**src/rtl/wb_fifo_slave.sv**
```systemverilog
// Wishbone B3 FIFO mailbox slave: DATA push/pop, STATUS, CTRL, LEVEL and a fill-level interrupt.
// Build option WB_FIFO_SLAVE_STATS_EN adds saturating OVFCNT (0x04) and UDFCNT (0x05) registers.
module wb_fifo_slave #(
    parameter int DW         = 16,
    parameter int AW         = 5,
    parameter int DEPTH_LOG2 = 4
) (
    input  logic            wb_clk_i,
    input  logic            wb_rst_n_i,
    input  logic            wb_cyc_i,
    input  logic            wb_stb_i,
    input  logic            wb_we_i,
    input  logic [AW-1:0]   wb_adr_i,
    input  logic [DW/8-1:0] wb_sel_i,
    input  logic [2:0]      wb_cti_i,
    input  logic [DW-1:0]   wb_dat_i,
    output logic [DW-1:0]   wb_dat_o,
    output logic            wb_ack_o,
    output logic            wb_err_o,
    output logic            wb_int_o
);
    localparam int DEPTH = 2 ** DEPTH_LOG2;
    localparam int PW    = DEPTH_LOG2 + 1;

    localparam logic [AW-1:0] ADR_DATA   = AW'(0);
    localparam logic [AW-1:0] ADR_STATUS = AW'(1);
    localparam logic [AW-1:0] ADR_CTRL   = AW'(2);
    localparam logic [AW-1:0] ADR_LEVEL  = AW'(3);
`ifdef WB_FIFO_SLAVE_STATS_EN
    localparam logic [AW-1:0] ADR_OVFCNT = AW'(4);
    localparam logic [AW-1:0] ADR_UDFCNT = AW'(5);
`endif

    // LAST: responding to a classic or end-of-burst beat, so the still-held strobe is ignored.
    // BURST: responding to an incrementing beat, so the next beat is taken on the very next edge.
    typedef enum logic [1:0] {ST_IDLE, ST_LAST, ST_BURST} state_t;
    state_t state_q, state_d;

    logic [PW-1:0] wr_ptr_q, wr_ptr_d, rd_ptr_q, rd_ptr_d;
    logic [DW-1:0] dat_q, dat_d;
    logic [7:0]    thr_q, thr_d;
    logic          ack_q, ack_d, err_q, err_d, int_q, int_d;
    logic          ovf_q, ovf_d, udf_q, udf_d;
`ifdef WB_FIFO_SLAVE_STATS_EN
    logic [15:0]   ovf_cnt_q, ovf_cnt_d, udf_cnt_q, udf_cnt_d;
`endif
    logic [DW-1:0] mem [DEPTH];
    logic          mem_we;
    logic [PW-1:0] count;
    logic          full, empty, beat;

    assign count = wr_ptr_q - rd_ptr_q;
    assign full  = count[DEPTH_LOG2];
    assign empty = (count == '0);
    assign beat  = wb_cyc_i && wb_stb_i && (state_q != ST_LAST);

    always_comb begin
        state_d = ST_IDLE;
        if (beat) begin
            state_d = (wb_cti_i == 3'b010) ? ST_BURST : ST_LAST;
        end
    end

    always_ff @(posedge wb_clk_i or negedge wb_rst_n_i) begin
        if (!wb_rst_n_i) begin
            state_q <= ST_IDLE;
        end else begin
            state_q <= state_d;
        end
    end

    always_comb begin
        // NOTE: every output of this block gets a default first, so no path can infer a latch.
        wr_ptr_d = wr_ptr_q;
        rd_ptr_d = rd_ptr_q;
        ovf_d    = ovf_q;
        udf_d    = udf_q;
        thr_d    = thr_q;
        ack_d    = 1'b0;
        err_d    = 1'b0;
        dat_d    = '0;
        mem_we   = 1'b0;
`ifdef WB_FIFO_SLAVE_STATS_EN
        ovf_cnt_d = ovf_cnt_q;
        udf_cnt_d = udf_cnt_q;
`endif
        if (beat) begin
            ack_d = 1'b1;
            case (wb_adr_i)
                ADR_DATA: begin
                    if (wb_we_i) begin
                        if (wb_sel_i != '1) begin
                            ack_d = 1'b0;
                            err_d = 1'b1;
                        end else if (full) begin
                            ack_d = 1'b0;
                            err_d = 1'b1;
                            ovf_d = 1'b1;
`ifdef WB_FIFO_SLAVE_STATS_EN
                            if (ovf_cnt_q != 16'hFFFF) ovf_cnt_d = ovf_cnt_q + 16'd1;
`endif
                        end else begin
                            mem_we   = 1'b1;
                            wr_ptr_d = wr_ptr_q + PW'(1);
                        end
                    end else if (empty) begin
                        ack_d = 1'b0;
                        err_d = 1'b1;
                        udf_d = 1'b1;
`ifdef WB_FIFO_SLAVE_STATS_EN
                        if (udf_cnt_q != 16'hFFFF) udf_cnt_d = udf_cnt_q + 16'd1;
`endif
                    end else begin
                        dat_d    = mem[rd_ptr_q[DEPTH_LOG2-1:0]];
                        rd_ptr_d = rd_ptr_q + PW'(1);
                    end
                end
                ADR_STATUS: if (!wb_we_i) dat_d = DW'({ovf_q, udf_q, full, empty, 4'd0});
                ADR_CTRL: begin
                    if (wb_we_i) begin
                        if (wb_sel_i[0] && wb_dat_i[0]) begin
                            wr_ptr_d = '0;
                            rd_ptr_d = '0;
                        end
                        if (wb_sel_i[0] && wb_dat_i[1]) begin
                            ovf_d = 1'b0;
                            udf_d = 1'b0;
`ifdef WB_FIFO_SLAVE_STATS_EN
                            ovf_cnt_d = '0;
                            udf_cnt_d = '0;
`endif
                        end
                        if (wb_sel_i[1]) thr_d = wb_dat_i[15:8];
                    end else begin
                        dat_d = DW'({thr_q, 8'd0});
                    end
                end
                ADR_LEVEL: if (!wb_we_i) dat_d = DW'(count);
`ifdef WB_FIFO_SLAVE_STATS_EN
                ADR_OVFCNT: if (!wb_we_i) dat_d = DW'(ovf_cnt_q);
                ADR_UDFCNT: if (!wb_we_i) dat_d = DW'(udf_cnt_q);
`endif
                default: begin
                    ack_d = 1'b0;
                    err_d = 1'b1;
                end
            endcase
        end
        int_d = (thr_q != 8'd0) && (32'(count) >= 32'(thr_q));
    end

    always_ff @(posedge wb_clk_i or negedge wb_rst_n_i) begin
        if (!wb_rst_n_i) begin
            wr_ptr_q <= '0;
            rd_ptr_q <= '0;
            ovf_q    <= 1'b0;
            udf_q    <= 1'b0;
            thr_q    <= '0;
            ack_q    <= 1'b0;
            err_q    <= 1'b0;
            int_q    <= 1'b0;
            dat_q    <= '0;
`ifdef WB_FIFO_SLAVE_STATS_EN
            ovf_cnt_q <= '0;
            udf_cnt_q <= '0;
`endif
        end else begin
            wr_ptr_q <= wr_ptr_d;
            rd_ptr_q <= rd_ptr_d;
            ovf_q    <= ovf_d;
            udf_q    <= udf_d;
            thr_q    <= thr_d;
            ack_q    <= ack_d;
            err_q    <= err_d;
            int_q    <= int_d;
            dat_q    <= dat_d;
`ifdef WB_FIFO_SLAVE_STATS_EN
            ovf_cnt_q <= ovf_cnt_d;
            udf_cnt_q <= udf_cnt_d;
`endif
        end
    end

    // NOTE: the storage array has no reset; the pointers alone define which words are valid.
    always_ff @(posedge wb_clk_i) begin
        if (mem_we) mem[wr_ptr_q[DEPTH_LOG2-1:0]] <= wb_dat_i;
    end

    assign wb_dat_o = dat_q;
    assign wb_ack_o = ack_q;
    assign wb_err_o = err_q;
    assign wb_int_o = int_q;
endmodule

```
**config.mk**
```make
export PLATFORM = sky130hd
export DESIGN_NAME = wb_fifo_slave
export DESIGN_NICKNAME = d
export VERILOG_FILES = /design/src/rtl/wb_fifo_slave.sv
export SDC_FILE = /design/constraint.sdc
export NUM_CORES = 1
export LEC_CHECK = 0
export CAP_MARGIN = 20
export CORE_MARGIN = 5
export CORE_UTILIZATION = 40
export DETAILED_ROUTE_END_ITERATION = 8
export SLEW_MARGIN = 20
export SYNTH_ARGS = -nofsm -noshare
export SYNTH_HDL_FRONTEND = slang
export SYNTH_SLANG_ARGS = --single-unit
```
**constraint.sdc**
```tcl
create_clock -name wb_clk_i -period 8.5 [get_ports wb_clk_i]
set_clock_uncertainty 0.15 [all_clocks]
set_input_delay 0.85 -clock wb_clk_i [delete_from_list [all_inputs] [get_ports wb_clk_i]]
set_output_delay 0.85 -clock wb_clk_i [all_outputs]
set_load 0.03 [all_outputs]
```
==> flow_summary.yaml, run 1 <==
critical_path:
  reg2reg_to: "mem[12][4]"
  crit_cells: 9
  critPathCaptureType: "flop"
  path_class: "reg2reg"
  cp_max_fo: 67
  regToRegSetupSlack_ns: 4.19
  reg2reg_depth: 9
  crit_required_ns: 8.54
  cp.arrival_ns: 4.34
  critPathBufInv: 2
  reg2reg_from: "rd_ptr_q[1]"
  critPathLaunchType: "flop"
  crit_path_cell_trace: "buf_4, inv_1, fa_1, nand3_1, and3_2, o2111ai_1, nor3_2, nand2_1, nor2_2"
  crit_path_max_incr_delay_ns: 0.77
  path_delay_family: "simple AND/OR/NAND/NOR gates"
  cp_slowest_cell: "nor2_2"
cts:
  clkTransAtPathRegs_ns: 0.06
  cts_made_buffers: 31
  root_buffer: "clkbuf_16"
  htreeDepth: 1
  clockBufferDepth: 3
  postCtsSetupBuffers: 0
  clkSinkCount: 297
  insertion_delay_ns: 0.56
  cts-hold-fix-buffers: 0
  cts_tree: "built"
  cts-resized-gates: 0
sta:
  maxSlewViolCount: 0
  max_slew_margin: 0.357
  period_needed_ns: 4.31
  hold_violations: 0
  max_freq_ghz: 0.232
  whs_ns: 0.266
  rsz0062_at_grt: "false"
  tightest_slew_ns: 0.964
  min_period_over_period: 0.507
  finalSetupViolations: 0
  tns_ns: 0
yosys:
  ys_ff_latch: 297
  async_reset_ff_frac: 0.138
  synthesis.nets: 642
  yosysTopAreaCell: "edfxtp_1"
  syn_inst: 596
  yosys-top-cells-area: "edfxtp_1, mux4_2, dfrtp_1, ha_1, a22o_1"
  synth-edff-count: 256
  synth-main-ff-cell: "edfxtp_1"
  synth.top_cell.area_share: 0.643
  yosysSeqAreaShare: 0.729
  syn_area_per_cell_um2: 20.1
  netlist_area_mm2: 0.0120
  yosys_warnings: 0
  yosysUniqueCellTypes: 55
route:
  wl_met2_um: 13800
  detail-route-antenna-nets: 0
  wl_met1_um: 12300
  via_count: 5983
  wl_um: 27700
  dr.pass1.iters: 4
  route.met3.wl_um: 1090
  drtIter0Drc: 410
  maxUsedRoutingLayer: "met4"
  drc: 0
  avgRoutedWirePerCell_um: 25.8
  drt-vias-per-instance: 5.57
floorplanning:
  die_w_um: 183
  pin_count: 50
  row_count: 63
  die-area_mm2: 0.0334
  initial_core_util: 0.404
  coreArea_mm2: 0.0296
  die_h_um: 183
grt:
  grt_usage: 0.166
  grt_pass1_vias: 6284
  overflow: 0
  antenna_found_initial: 0
  grt_pass1_wl_um: 41500
  grt_max_degree: 68
power:
  powerDensity_mw_per_mm2: 215
  irDropWorstVdd_mv: 0.165
  p_leak_uw: 0.00452
final_layout:
  diodes: 0
  final_nets: 706
  drive_above_1_share: 0.241
  final_cell_mix: "edfxtp_1, mux4_2, clkdlybuf4s50_1, dfrtp_1, clkbuf_16"
  syn_to_final_growth_pct: 16.0
  final_common_cell: "edfxtp_1"
placed_design:
  place_hpwl_um: 18300
  io_buffers: 49
  place_congestion: 0.846
run:
  max_cap_violations: 0
min_path:
  min_path_type: "in2async"
status:
  status: "finished clean"
[layer usage]
metal,global-route usage,vias to the layer above
met5,0,-
met4,0.0387,0
met3,0.0232,39
met2,0.278,166
met1,0.235,3192
li1,-,2586
[worst register-to-register path, stage by stage (launching register included)]
cell and delay, ns:
dfrtp_2 0.34, buf_4 0.74, inv_1 0.24, fa_1 0.49
nand3_1 0.10, and3_2 0.21, o2111ai_1 0.21, nor3_2 0.39
nand2_1 0.28, nor2_2 0.77
[sequential cells by signal (all words and copies together) (netlist names)]
name,cells
mem,256
ovf_q,1
rd_ptr_q,5
state_q,2
thr_q,8
udf_q,1
wb_ack_o,1
wb_dat_o,16
wb_err_o,1
wb_int_o,1
wr_ptr_q,5
[kinds of logic after synthesis]
group,count (synthesis),share of synthesized area
adder cells (fa/ha/maj),15,0.0163
flip-flops,297,0.729
AND/OR/NAND/NOR,94,0.0447
XOR/XNOR,3,0.00220
multiplexers,85,0.154
buffers and inverters,42,0.0159
AO/OA/AOI/OAI,60,0.0374
[metrics by stage]
stage               cell area, um^2  power (uW)  setup slack (ns)  utilization  instances
global route                  13900        3090              3.98        0.469       1074
floorplan                     12000        1680              4.42            -        596
detailed placement            12900        1750              4.16        0.437       1017
global placement              12900        1740              4.35        0.437       1017
finish                        13900        2980              4.19        0.469       1074
CTS                           13900        3010              4.16        0.469       1074
[worst max-delay path by stage]
| stage | start | to |
|---|---|---|
| 2_1_floorplan | rd_ptr_q[3] | mem[0][0] |
| 3_3_place_gp | rd_ptr_q[1] | mem[7][14] |
| 3_5_place_dp | rd_ptr_q[1] | mem[12][3] |
| 4_1_cts | rd_ptr_q[1] | mem[12][0] |
| 5_1_grt | rd_ptr_q[1] | mem[4][15] |
| 6_report | rd_ptr_q[1] | mem[12][4] |
[synth_stat cells (2+ instances only)]
cell type	n
a211oi_1	2
a21o_1	7
or3_4	2
a22o_1	13
xor2_1	2
edfxtp_1	256
a21oi_1	8
o211ai_1	2
buf_1	3
o211a_1	2
and2_1	2
and3_1	6
buf_6	2
buf_2	8
inv_1	15
o2bb2ai_1	6
nor2_1	20
mux2_2	5
ha_1	14
and4_1	3
clkbuf_1	11
nand2b_1	3
dfrtp_1	41
a31oi_1	3
nand3_1	9
nor3b_1	2
nor3_1	12
mux4_2	79
nand4_1	5
nand2_1	19
buf_4	2
o21ai_0	9
[cell type report]
class	instances	area (um^2)
clock buffer	40	810
sequential	297	8720
fill	2451	15700
inverter	16	60.1
multi-input combinational	257	3100
timing repair buffer	57	546
clock inverter	17	145
tap	390	488
[power by group]
| part | switching (uW) | internal (uW) | total, uW |
|---|---|---|---|
| combinational | 69.1 | 42.8 | 112 |
| clock | 536 | 732 | 1270 |
| sequential | 11.3 | 1590 | 1600 |
| total | 616 | 2370 | 2980 |
Note: power is estimated with default switching activity, not from simulation.
==> run 2: changes to the inputs <==
==> constraint.sdc (replaced) <==
create_clock -name wb_clk_i -period 3.8 [get_ports wb_clk_i]
set_clock_uncertainty 0.15 [all_clocks]
set_input_delay 0.38 -clock wb_clk_i [delete_from_list [all_inputs] [get_ports wb_clk_i]]
set_output_delay 0.38 -clock wb_clk_i [all_outputs]
set_load 0.03 [all_outputs]
==> run 2 against run 1 <==
Sequential power rose by 120%. Sequential cell count did not move. Fmax rose by 29%. Setup slack got worse by 3.7 ns. Clock power rose by 130%. Sequential share of layout area fell by 0.81 points. Count of clock-buffer cells in the layout rose by 1. Largest cell class unchanged. Combinational power rose by 140%. Global-route usage rose by 0.053 points. Largest power group unchanged.
==> flow_summary.yaml, run 2 (synthesis results as in run 1) <==
status:
  status: "finished clean"
sta:
  maxSlewViolCount: 0
  max_slew_margin: 0.369
  tns_ns: 0
  period_needed_ns: 3.35
  min_period_over_period: 0.882
  max_freq_ghz: 0.298
  tightest_slew_ns: 0.946
  hold_violations: 0
  rsz0062_at_grt: "false"
  finalSetupViolations: 0
route:
  drtIter0Drc: 570
  drc: 0
  dr.pass1.iters: 4
  detail-route-antenna-nets: 0
  avgRoutedWirePerCell_um: 25.3
  via_count: 5982
  drt-vias-per-instance: 5.48
  wl_um: 27600
final_layout:
  syn_to_final_growth_pct: 17.5
  drive_above_1_share: 0.267
  area.sequential_mm2: 0.00872
  diodes: 0
  final_cell_mix: "edfxtp_1, mux4_2, clkdlybuf4s50_1, dfrtp_1, clkbuf_16"
  layout.cells.non_filler: 1091
  final_nets: 723
  finalInstanceArea_mm2: 0.0140
  multi_input_area_mm2: 0.00310
  nFillCells: 2435
  final_common_cell: "edfxtp_1"
  largest_register_ffs: 256
cts:
  clkTransAtPathRegs_ns: 0.06
  clockBufferDepth: 3
  cts-resized-gates: 0
  cts_made_buffers: 30
  cts-hold-fix-buffers: 1
  htreeDepth: 1
  clkSinkCount: 297
  postCtsSetupBuffers: 0
  root_buffer: "clkbuf_16"
  insertion_delay_ns: 0.55
  cts_tree: "built"
power:
  powerDensity_mw_per_mm2: 478
  p_leak_uw: 0.00462
  irDropWorstVdd_mv: 0.309
grt:
  overflow: 0
  grt_usage: 0.167
  grt_max_degree: 68
  grt_pass1_vias: 6268
  antenna_found_initial: 0
  grt_pass1_wl_um: 41200
floorplanning:
  pin_count: 50
  initial_core_util: 0.404
  die_w_um: 183
  die-area_mm2: 0.0334
  coreArea_mm2: 0.0296
  die_h_um: 183
  row_count: 63
min_path:
  min_path_type: "in2reg"
critical_path:
  crit_required_ns: 3.87
  cp_max_fo: 16
  critPathCaptureType: "flop"
  path_class: "reg2reg"
  cp.arrival_ns: 3.42
  critPathLaunchType: "flop"
placed_design:
  place_area_mm2: 0.0131
  place_congestion: 0.864
  place_hpwl_um: 18300
  dp.cells: 1034
  io_buffers: 49
run:
  max_cap_violations: 0
-- run 2: cell types whose count changed in the layout (fill, tap and decap cells not counted) --
cell | before | now
clkinvlp_2 | 0 | 2
buf_4 | 8 | 24
clkinv_1 | 6 | 3
clkinv_4 | 0 | 1
buf_12 | 0 | 1
inv_16 | 1 | 0
clkinv_2 | 7 | 4
clkinvlp_4 | 1 | 3
clkbuf_1 | 9 | 6
dlygate4sd3_1 | 0 | 1
clkbuf_8 | 0 | 4
-- run 2: per-stage QoR --
step / utilization / hold WS (ns) / setup WS, ns / power [uW]
global route: 0.475 / 0.307 / 0.191 / 6940
detailed placement: 0.441 / 0.355 / 0.473 / 3910
global placement: 0.441 / 0.361 / 0.554 / 3900
finish: 0.475 / 0.300 / 0.449 / 6720
CTS: 0.475 / 0.295 / 0.465 / 6770
floorplan: - / -0.0656 / 0.144 / 3750
-- run 2: path summary, 6_finish.rpt --
path,startpoint,end,slack (ns),cells past startpoint
setup / recovery,wr_ptr_q[0],mem[1][0],0.45,11
hold / removal,wb_cti_i[0],state_q[0],0.30,3
setup reg to reg,wr_ptr_q[0],mem[1][0],0.45,11
hold reg to reg,ovf_q,wb_dat_o[7],0.37,1
max in group asynchronous,wb_rst_n_i,rd_ptr_q[0],2.46,2
min in group asynchronous,wb_rst_n_i,rd_ptr_q[4],0.36,2
-- run 2: layout make-up --
| cell class | instances | share of cell area |
|---|---|---|
| Multi-Input combinational cell | 257 | 0.221 |
| Tap cell | 390 | 0.0347 |
| Sequential cell | 297 | 0.621 |
| Inverter | 16 | 0.00428 |
| Timing Repair Buffer | 75 | 0.0495 |
| Clock buffer | 41 | 0.0608 |
| Clock inverter | 15 | 0.00944 |
-- run 2: power by group --
part / switching [uW] / internal, uW / total, uW
combinational: 168 / 99.6 / 268
clock: 1180 / 1700 / 2880
sequential: 12.5 / 3560 / 3570
total: 1360 / 5360 / 6720
-- run 2: critical path, stage by stage, from the launching register on --
cell and delay (ns):
dfrtp_1 0.41, inv_1 0.17, ha_1 0.17, inv_1 0.06, fa_1 0.41, nand3_1 0.10
and3_2 0.21, o2111ai_1 0.23, nor3_2 0.38, nand2_1 0.27, nor3_2 0.16, buf_4 0.29
-- run 2: layer usage --
metal | share of wire | track usage | vias up | routed length (um)
met5 | 0 | 0 | - | 0
met4 | 0.020 | 0.0378 | 0 | 540
met3 | 0.049 | 0.0232 | 33 | 1370
met2 | 0.51 | 0.291 | 159 | 14100
met1 | 0.42 | 0.225 | 3163 | 11600
li1 | - | - | 2627 | -
==> run 3: changes to the inputs <==
--- a/config.mk
+++ b/config.mk
@@ -6,9 +6,10 @@
 export NUM_CORES = 1
 export LEC_CHECK = 0
 export CAP_MARGIN = 20
-export CORE_MARGIN = 5
+export CORE_MARGIN = 10
 export CORE_UTILIZATION = 40
 export DETAILED_ROUTE_END_ITERATION = 8
+export REMOVE_ABC_BUFFERS = 1
 export SLEW_MARGIN = 20
 export SYNTH_ARGS = -nofsm -noshare
 export SYNTH_HDL_FRONTEND = slang
==> constraint.sdc (replaced) <==
create_clock -name wb_clk_i -period 2.8 [get_ports wb_clk_i]
set_clock_uncertainty 0.15 [all_clocks]
set_input_delay 0.28 -clock wb_clk_i [delete_from_list [all_inputs] [get_ports wb_clk_i]]
set_output_delay 0.28 -clock wb_clk_i [all_outputs]
set_load 0.03 [all_outputs]
==> run 3 against run 2 <==
The run now ends with negative setup slack left. Setup slack lost 0.60 ns. Count of clock-buffer cells in the layout shrank 2. Global-route usage shrank 0.42 points. Sequential cell count is the same. Critical path depth grew 2. Final cell count grew 4.6%. Combinational power grew 56%. Register-to-register slack lost 0.60 ns. Sequential power grew 36%. Via count grew 6.6%. Clock power grew 39%.
==> flow_summary.yaml, run 3 (synthesis results as in run 1) <==
status:
  status: "finished, violations left"
  failed_checks: "negative setup slack"
route:
  detail-route-antenna-nets: 0
  drc: 0
  via_count: 6379
  drt-vias-per-instance: 5.59
  drtIter0Drc: 700
  avgRoutedWirePerCell_um: 26.9
  wl_um: 30700
  dr.pass1.iters: 5
grt:
  antenna_found_initial: 0
  overflow: 0
  grt_pass1_wl_um: 44100
  grt_usage: 0.163
  grt_pass1_vias: 6552
  grt_max_degree: 67
sta:
  hold_violations: 0
  whs_ns: 0.123
  period_needed_ns: 2.95
  rsz0062_at_grt: "true"
  finalSetupViolations: 250
  maxSlewViolCount: 0
  max_slew_margin: 0.440
  worst_slack_ns: -0.153
  min_period_over_period: 1.05
  max_freq_ghz: 0.339
  tightest_slew_ns: 0.837
critical_path:
  critPathLaunchType: "flop"
  reg2reg_from: "wr_ptr_q[0]"
  cp.arrival_ns: 3.08
  cp_max_fo: 8
  startpoint: "wr_ptr_q[0]"
  crit_required_ns: 2.93
  path_class: "reg2reg"
  critPathCaptureType: "flop"
cts:
  insertion_delay_ns: 0.58
  clockBufferDepth: 3
  clkTransAtPathRegs_ns: 0.06
  cts_tree: "built"
  root_buffer: "clkbuf_16"
  clkSinkCount: 297
  htreeDepth: 1
  cts_made_buffers: 31
floorplanning:
  coreArea_mm2: 0.0296
  row_count: 63
  die_w_um: 193
  pin_count: 50
  initial_core_util: 0.404
  die-area_mm2: 0.0372
  die_h_um: 193
power:
  irDropWorstVdd_mv: 0.531
  p_leak_uw: 0.00501
  powerDensity_mw_per_mm2: 617
  switching_share: 0.209
  p_sw_uw: 1940
  comb_power_share: 0.045
  p_int_uw: 7320
  seq_power_share: 0.524
  pwr-share-clk: 0.431
final_layout:
  layout.cells.non_filler: 1141
  final_nets: 773
  syn_to_final_growth_pct: 25.5
  drive_above_1_share: 0.330
  final_common_cell: "edfxtp_1"
  largest_register_ffs: 256
  nFillCells: 2374
  final_cell_mix: "edfxtp_1, mux4_2, clkdlybuf4s50_1, buf_4, dfrtp_1"
  diodes: 0
min_path:
  min_path_type: "in2async"
placed_design:
  dp.cells: 1066
  io_buffers: 49
  place_hpwl_um: 19800
  place_congestion: 0.864
run:
  max_cap_violations: 0
## run 3: cell count changes in the layout (fill, tap and decap cells not counted), sizes merged
cell      previous run  this run
inv                 16        18
clkinv               8        11
clkinvlp             5         2
buf                 26        69
clkbuf              41        45
bufinv               2         3
## run 3: critical path, cell delays in order, from the launching register on
cell	delay (ns)
dfrtp_1	0.38
inv_2	0.09
ha_4	0.14
inv_2	0.04
fa_2	0.37
nand3_4	0.09
and3_4	0.21
o2111ai_4	0.13
nor3_4	0.27
buf_6	0.20
nand2_4	0.10
nor3_4	0.24
buf_6	0.14
buf_12	0.12
## run 3: area by class of cell
class / count / area [um^2] / area share
repair buffers: 124 / 1470 / 0.0979
flip-flops and latches: 297 / 8720 / 0.581
clock buffers: 39 / 806 / 0.0537
clock inverters: 18 / 185 / 0.0123
well taps: 390 / 488 / 0.0325
multi-input cells: 257 / 3270 / 0.218
inverters: 16 / 60.1 / 0.00400
## run 3: metrics by stage
stage                     cell area [um^2]  setup slack [ns]  total power, uW  setup TNS, ns   util
after floorplan                      11800             -3.18             5090        -789.60      -
after global placement               13500            -0.160             5320         -30.89  0.457
after detailed placement             13500            -0.169             5330         -31.97  0.457
after CTS                            14700           -0.0242             9310         -0.424  0.497
after global routing                 15000            -0.218             9540         -32.39  0.507
final                                15000            -0.153             9250         -17.73  0.507
## run 3: final timing paths
| check | cells past startpoint | end | slack (ns) |
|---|---|---|---|
| min in group wb_clk_i | 3 | state_q[0] | 0.20 |
| worst max register to register | 13 | mem[3][11] | -0.15 |
| max in group asynchronous | 3 | thr_q[1] | 1.74 |
| worst min register to register | 1 | wb_dat_o[9] | 0.36 |
| worst min-delay path | 2 | wb_dat_o[9] | 0.12 |
| worst max-delay path | 13 | mem[3][11] | -0.15 |
## run 3: per-layer routing
| metal | part of all wire | wire length (um) | up-vias | track usage |
|---|---|---|---|---|
| met5 | 0 | 0 | - | 0 |
| met4 | 0.016 | 502 | 0 | 0.0304 |
| met3 | 0.046 | 1410 | 38 | 0.0217 |
| met2 | 0.51 | 15500 | 198 | 0.273 |
| met1 | 0.43 | 13200 | 3414 | 0.224 |
| li1 | - | - | 2729 | - |
## run 3: power by group through the flow
stage,Sequential [uW],Clock (uW),Combinational [uW]
final,4850,3990,417
after global routing,4850,4240,451
after CTS,4850,4060,405
after detailed placement,4940,0,396
after global placement,4940,0,384
after floorplan,4960,0,131
## run 3: timing repair
item | in CTS | in global routing
setup buffers | 5 | 5
cloned | 2 | 6
hold endpoints to repair | 27 | 0
hold buffers | 1 | 0
gates resized for setup | 15 | 27
pin swaps | 3 | 3
endpoints found under the setup margin | 190 | 252
